--- src/rtl/alu_operand_sequencer_if.sv ---
// ALU-side bus of the operand sequencer: registered operands and control
// code going out to the ALU, combinational result and flags coming back.
interface alu_operand_sequencer_if #(
  parameter int N = 3
);
  logic [N-1:0] a;
  logic [N-1:0] b;
  logic [3:0]   alu_ctrl;
  logic [N-1:0] alu_result;
  logic         alu_z;
  logic         alu_n;
  logic         alu_v;
  logic         alu_c;

  // Sequencer side: drives operands/control, reads result/flags.
  modport master (
    output a, b, alu_ctrl,
    input  alu_result, alu_z, alu_n, alu_v, alu_c
  );

  // ALU side: reads operands/control, drives result/flags.
  modport slave (
    input  a, b, alu_ctrl,
    output alu_result, alu_z, alu_n, alu_v, alu_c
  );
endinterface

--- src/rtl/alu_operand_sequencer.sv ---
// alu_operand_sequencer: button-driven front end for the ALU lab datapath.
// Each accepted button press loads operand A, operand B, then the ALU control
// code from the switches; the next press returns to operand A entry. One cycle
// after the control code is loaded the ALU result and flags are captured.
// Optional feature: define ALU_SEQ_DEBOUNCE_EN to compile in the button
// debounce counter (DEBOUNCE_CYCLES stable cycles per level change).
module alu_operand_sequencer #(
  parameter int N               = 3,
  parameter int DEBOUNCE_CYCLES = 250000
) (
  input  logic                  clk,
  input  logic                  rst_n,
  input  logic [3:0]            sw,
  input  logic                  btn_n,
  alu_operand_sequencer_if.master alu,
  output logic [N-1:0]          result_q,
  output logic [3:0]            flags_q,
  output logic [1:0]            step,
  output logic                  valid
);

  localparam logic [1:0] S_A   = 2'd0;
  localparam logic [1:0] S_B   = 2'd1;
  localparam logic [1:0] S_OP  = 2'd2;
  localparam logic [1:0] S_RUN = 2'd3;

  logic [3:0] sw_meta_reg;
  logic [3:0] sw_sync_reg;
  logic       btn_meta_reg;
  logic       btn_sync_reg;
  logic       level;           // conditioned button level (active-low)
  logic       level_prev_reg;
  logic       press_reg;       // one-cycle press event
  logic [1:0] state_reg;
  logic       capture_reg;     // high during the first cycle in S_RUN

  // Two-flop synchronizers for the asynchronous switches and button.
  always_ff @(posedge clk) begin
    if (!rst_n) begin
      sw_meta_reg  <= '0;
      sw_sync_reg  <= '0;
      btn_meta_reg <= 1'b1;
      btn_sync_reg <= 1'b1;
    end else begin
      sw_meta_reg  <= sw;
      sw_sync_reg  <= sw_meta_reg;
      btn_meta_reg <= btn_n;
      btn_sync_reg <= btn_meta_reg;
    end
  end

`ifdef ALU_SEQ_DEBOUNCE_EN
  localparam int CNT_W = $clog2(DEBOUNCE_CYCLES + 1);

  logic             level_reg;
  logic [CNT_W-1:0] db_cnt_reg;

  // Debounce: adopt the new level only after it has differed for
  // DEBOUNCE_CYCLES consecutive cycles; any return restarts the count.
  always_ff @(posedge clk) begin
    if (!rst_n) begin
      level_reg  <= 1'b1;
      db_cnt_reg <= '0;
    end else if (btn_sync_reg != level_reg) begin
      if (db_cnt_reg == CNT_W'(DEBOUNCE_CYCLES - 1)) begin
        level_reg  <= btn_sync_reg;
        db_cnt_reg <= '0;
      end else begin
        db_cnt_reg <= db_cnt_reg + 1'b1;
      end
    end else begin
      db_cnt_reg <= '0;
    end
  end

  assign level = level_reg;
`else
  // No filter in this build: the synchronized button is the conditioned
  // level. The parameter term is constant false and only keeps the unused
  // debounce length visible to readers of this branch.
  assign level = btn_sync_reg | (DEBOUNCE_CYCLES < 0);
`endif

  // Falling-edge detector on the conditioned level: one pulse per press.
  always_ff @(posedge clk) begin
    if (!rst_n) begin
      level_prev_reg <= 1'b1;
      press_reg      <= 1'b0;
    end else begin
      level_prev_reg <= level;
      press_reg      <= level_prev_reg & ~level;
    end
  end

  // Step FSM: load operands/control on presses, capture ALU output once.
  always_ff @(posedge clk) begin
    if (!rst_n) begin
      state_reg    <= S_A;
      capture_reg  <= 1'b0;
      alu.a        <= '0;
      alu.b        <= '0;
      alu.alu_ctrl <= '0;
      result_q     <= '0;
      flags_q      <= '0;
      valid        <= 1'b0;
    end else begin
      capture_reg <= 1'b0;
      case (state_reg)
        S_A: begin
          if (press_reg) begin
            alu.a     <= sw_sync_reg[N-1:0];
            state_reg <= S_B;
          end
        end
        S_B: begin
          if (press_reg) begin
            alu.b     <= sw_sync_reg[N-1:0];
            state_reg <= S_OP;
          end
        end
        S_OP: begin
          if (press_reg) begin
            alu.alu_ctrl <= sw_sync_reg;
            capture_reg  <= 1'b1;
            state_reg    <= S_RUN;
          end
        end
        S_RUN: begin
          // The ALU has had a full cycle on the new operands by now.
          if (capture_reg) begin
            result_q <= alu.alu_result;
            flags_q  <= {alu.alu_z, alu.alu_n, alu.alu_v, alu.alu_c};
            valid    <= ~press_reg;
          end
          if (press_reg) begin
            valid     <= 1'b0;
            state_reg <= S_A;
          end
        end
        default: state_reg <= S_A;
      endcase
    end
  end

  assign step = state_reg;

endmodule
--- src/flat_wrapper.sv ---
// flat-port wrapper written by rule: the top's interface ports become plain ports
module alu_operand_sequencer_flat 
#(
  parameter int N               = 3,
  parameter int DEBOUNCE_CYCLES = 250000
)
  (clk, rst_n, sw, btn_n, result_q, flags_q, step, valid, alu_a, alu_b, alu_alu_ctrl, alu_alu_result, alu_alu_z, alu_alu_n, alu_alu_v, alu_alu_c);
  alu_operand_sequencer_if #(.N(N)) alu_i ();
  input  logic clk;
  input  logic rst_n;
  input  logic [3:0] sw;
  input  logic btn_n;
  output logic [N-1:0] result_q;
  output logic [3:0] flags_q;
  output logic [1:0] step;
  output logic valid;
  output wire logic [$bits(alu_i.a)-1:0] alu_a;
  output wire logic [$bits(alu_i.b)-1:0] alu_b;
  output wire logic [$bits(alu_i.alu_ctrl)-1:0] alu_alu_ctrl;
  input wire logic [$bits(alu_i.alu_result)-1:0] alu_alu_result;
  input wire logic [$bits(alu_i.alu_z)-1:0] alu_alu_z;
  input wire logic [$bits(alu_i.alu_n)-1:0] alu_alu_n;
  input wire logic [$bits(alu_i.alu_v)-1:0] alu_alu_v;
  input wire logic [$bits(alu_i.alu_c)-1:0] alu_alu_c;
  assign alu_a = alu_i.a;
  assign alu_b = alu_i.b;
  assign alu_alu_ctrl = alu_i.alu_ctrl;
  assign alu_i.alu_result = alu_alu_result;
  assign alu_i.alu_z = alu_alu_z;
  assign alu_i.alu_n = alu_alu_n;
  assign alu_i.alu_v = alu_alu_v;
  assign alu_i.alu_c = alu_alu_c;
  alu_operand_sequencer #(.N(N), .DEBOUNCE_CYCLES(DEBOUNCE_CYCLES)) u_core (.clk(clk), .rst_n(rst_n), .sw(sw), .btn_n(btn_n), .alu(alu_i), .result_q(result_q), .flags_q(flags_q), .step(step), .valid(valid));
endmodule
--- config.mk ---
export PLATFORM = sky130hd
export DESIGN_NAME = alu_operand_sequencer_flat
export DESIGN_NICKNAME = d
export VERILOG_FILES = /design/src/rtl/alu_operand_sequencer_if.sv /design/src/rtl/alu_operand_sequencer.sv /design/src/flat_wrapper.sv
export SDC_FILE = /design/constraint.sdc
export NUM_CORES = 1
export LEC_CHECK = 0
export BUFFER_PORTS_ARGS = -buffer_cell sky130_fd_sc_hd__buf_2
export CAP_MARGIN = 25
export CORE_MARGIN = 3
export CORE_UTILIZATION = 50
export CTS_CLUSTER_DIAMETER = 120
export CTS_CLUSTER_SIZE = 25
export DETAILED_ROUTE_END_ITERATION = 7
export PLACE_DENSITY = 0.74
export REMOVE_ABC_BUFFERS = 1
export SYNTH_ARGS = -nofsm -noshare
export SYNTH_HDL_FRONTEND = slang
export SYNTH_SLANG_ARGS = --single-unit
--- constraint.sdc ---
create_clock -name clk -period 1.7 [get_ports clk]
set_clock_uncertainty 0.1 [all_clocks]
set_input_delay 0.085 -clock clk [delete_from_list [all_inputs] [get_ports clk]]
set_output_delay 0.085 -clock clk [all_outputs]
set_load 0.005 [all_outputs]
==> qor.log <==
qor: place.place_inst 181
qor: power_and_ir_drop.total_switching_power 0.271 mW
qor: route.antenna_viol_nets_final 0
qor: worst_hold_path.hp-start rst_n
qor: route.drt-wirelength-per-cell 11.4 µm
qor: die.fp.dieArea 3090 µm²
qor: synthesis.ys_types 22
qor: power_and_ir_drop.seq_power_share 0.611
qor: cts.tritoncts_num_sinks 33
qor: die.num_rows 17
qor: synthesis.count_leader_synth sky130_fd_sc_hd__dfxtp_1
qor: cts.deepest_clock_path_buffer_count 2
qor: status.status finished, final reports clean
qor: die.core_area 2280 µm²
qor: grt.grt.total_usage 0.166
qor: timing.slew_viol_final 0
qor: cts.clock_tree_from_tritoncts yes
qor: synthesis.area_fraction_of_the_dominant_cell_type_after_synthesis 0.537
qor: timing.setup_violations 0
qor: layout.n_antenna_cell 0
qor: worst_setup_path.crit_fanout 6
qor: grt.first_pass_grt_wire_length 4.05 mm
qor: place.finalWeightedCongestion 0.798
qor: power_and_ir_drop.power.density 832 nW/µm²
qor: timing.unrepaired_setup_endpoints_after_global_routing false
qor: synthesis.yosys-top-cells-area sky130_fd_sc_hd__dfxtp_1 54%, sky130_fd_sc_hd__a21boi_0 9.8%, sky130_fd_sc_hd__nand2_1 7.3%
qor: layout.layout.core_utilization 0.686
qor: timing.timing.max_slew.rel_slack 0.686
qor: worst_setup_path.r2r-start u_core.step[0]
qor: worst_setup_path.reg2reg_slack 0.14 ns
qor: power_and_ir_drop.power_frac_comb 0.059
qor: timing.period_share 0.916
qor: cts.cts-htree-levels 2
qor: route.detail_route.first_pass.iterations 6
qor: place.io_buffer_count 33
qor: timing.fin_tns_setup 0 ns
qor: timing.worst_pin_slew 0.471 ns
qor: worst_setup_path.criticalPathCategory reg2reg
qor: power_and_ir_drop.clockPowerShare 0.330
qor: synthesis.synth_warnings 0
qor: place.hpwl 1.55 mm
qor: layout.num-nets-final 190
qor: job.drv.max_cap_violation_count 0
qor: timing.min_period 1.56 ns
qor: timing.whs 0.111 ns
qor: cts.root_buffer sky130_fd_sc_hd__clkbuf_4
qor: synthesis.yosys-top-cells-count 33 x sky130_fd_sc_hd__dfxtp_1, 24 x sky130_fd_sc_hd__nand2_1, 17 x sky130_fd_sc_hd__nand3_1
qor: layout.layout-drive-gt1-share 0.250
qor: synthesis.ys_async_sr_fraction 0
qor: route.initialDrtViolationCount 13
qor: synthesis.dominantRegCellSynth sky130_fd_sc_hd__dfxtp_1
qor: worst_setup_path.worst_setup_path_start_kind flop
qor: synthesis.synthesized_instance_count 127
qor: worst_setup_path.worstPathRequired 1.84 ns
qor: route.drcViolationCount 0
qor: cts.clock_pin_slew_on_the_worst_setup_and_hold_paths 0.09 ns
qor: timing.max_clock_freq 642 MHz
qor: synthesis.synth_edf_count 0
qor: power_and_ir_drop.vdd.ir_drop.worst 0.610 mV
qor: synthesis.netlist.top_cell.by_area sky130_fd_sc_hd__dfxtp_1
qor: die.boundaryPins 34
qor: worst_hold_path.worstHoldEndpoint u_core.valid
qor: power_and_ir_drop.power_switching_share 0.209
qor: synthesis.syn-cell-area 1230 µm²
qor: synthesis.ys_ff_latch 33
qor: grt.grt_start_max_net_pins 35
qor: die.initial_core_util 0.541
qor: timing.timing_hold_violations_final 0
qor: grt.antenna_violations_before_repair 0
qor: power_and_ir_drop.leak_pwr 0.666 nW
qor: worst_hold_path.instance_count_along_the_most_critical_hold_path 3
qor: layout.final-instance-count-excl-fill 200
qor: layout.area_growth 26.8%
qor: worst_hold_path.holdCritPathClass in2reg
qor: die.die_h 55.6 µm
qor: synthesis.postSynthAreaPerCell 9.69 µm²
qor: worst_setup_path.reg2reg_depth 5
qor: worst_setup_path.data_arrival_time_of_the_critical_path 1.70 ns
qor: route.drt_wl_total 2.28 mm
qor: cts.clkLatencyLatePin 0.32 ns
qor: power_and_ir_drop.post-layout-total-power 1.30 mW
qor: synthesis.synth-seq-area-share 0.537
qor: cts.post_cts_buffers 0
qor: worst_setup_path.rr_endpoint u_core.step[1]
qor: grt.overflow 0
qor: die.dieWidth 55.6 µm
qor: route.via_count 985
qor: grt.via_count_of_the_first_global_routing_pass 968
qor: route.via_per_inst 4.93
qor: cts.numCtsBuffers 5
qor: worst_setup_path.kind_of_end_point_of_the_critical_path flop
qor: power_and_ir_drop.cellInternalPower 1.03 mW
[cell families after synthesis]
| logic type | share of synthesized area |
|---|---|
| AOI/OAI and AO/OA | 0.136 |
| adders and majority gates | 0.0407 |
| buffers and inverters | 0.0518 |
| DFF | 0.537 |
| and+or+nand+nor | 0.235 |
[worst max-delay path, cell delays in order (launching register included)]
cell,delay [ns]
sky130_fd_sc_hd__dfxtp_1,0.42
sky130_fd_sc_hd__inv_1,0.09
sky130_fd_sc_hd__ha_1,0.29
sky130_fd_sc_hd__nor4_4,0.38
sky130_fd_sc_hd__o211ai_2,0.11
sky130_fd_sc_hd__o31ai_1,0.09
[metrics by stage]
| step | instance area [µm²] | setup WS, ns |
|---|---|---|
| final | 1560 | 0.143 |
| after global routing | 1560 | 0.00323 |
| after CTS | 1560 | 0.142 |
| after detailed placement | 1390 | 0.163 |
| after global placement | 1390 | 0.281 |
| after floorplan | 1180 | 0.294 |
[cell usage in the layout (no fill, tap or decap), drive strengths merged]
cell type | netlist | layout
a21boi | 17 | 17
a21oi | 1 | 1
and2 | 8 | 8
and3 | 1 | 1
buf | 6 | 34
clkbuf | 2 | 7
dfxtp | 33 | 33
dlygate4sd3 | 0 | 12
ha | 4 | 4
inv | 3 | 3
nand2 | 25 | 25
nand3 | 17 | 17
nor2 | 2 | 2
nor4 | 1 | 1
o211ai | 2 | 2
o31ai | 2 | 2
or2b | 3 | 3
[routing by layer]
metal | vias up | global-route usage | share of wire
met5 | - | 0 | 0
met4 | 0 | 0.0938 | 0.026
met3 | 8 | 0.0534 | 0.048
met2 | 24 | 0.299 | 0.51
met1 | 445 | 0.167 | 0.42
li1 | 508 | - | -
[how the worst max path moves through the flow]
stage	from	endpoint	slack [ns]	depth (start not counted)
6_report	u_core.step[0]	u_core.step[1]	0.14	5
5_1_grt	u_core.step[0]	u_core.step[1]	0.003	5
4_1_cts	u_core.step[0]	u_core.step[1]	0.14	5
3_5_place_dp	u_core.step[0]	u_core.step[1]	0.16	5
3_3_place_gp	u_core.step[0]	u_core.step[1]	0.28	5
2_1_floorplan	u_core.step[0]	u_core.step[1]	0.29	5
[final cells by class]
cell class | instances | area [µm²]
clock buffers | 7 | 55.1
fillers | 188 | 714
inverters | 3 | 11.3
multi-input cells | 83 | 507
flip-flops and latches | 33 | 661
well taps | 28 | 35.0
repair buffers | 46 | 293
[power groups by stage]
stage	Combinational [mW]	Clock, mW	Sequential, mW
floorplan	0.0252	0	0.811
global placement	0.0527	0	0.811
detailed placement	0.0551	0	0.812
CTS	0.0760	0.450	0.794
global route	0.0852	0.486	0.796
finish	0.0765	0.430	0.794
[repair_timing]
action / CTS / global route
hold endpoints to repair: 12 / 0
gates resized for setup: 0 / 0
endpoints found under the setup margin: 0 / 0
hold buffers: 12 / 0
Power figures use the tool's default switching activity.
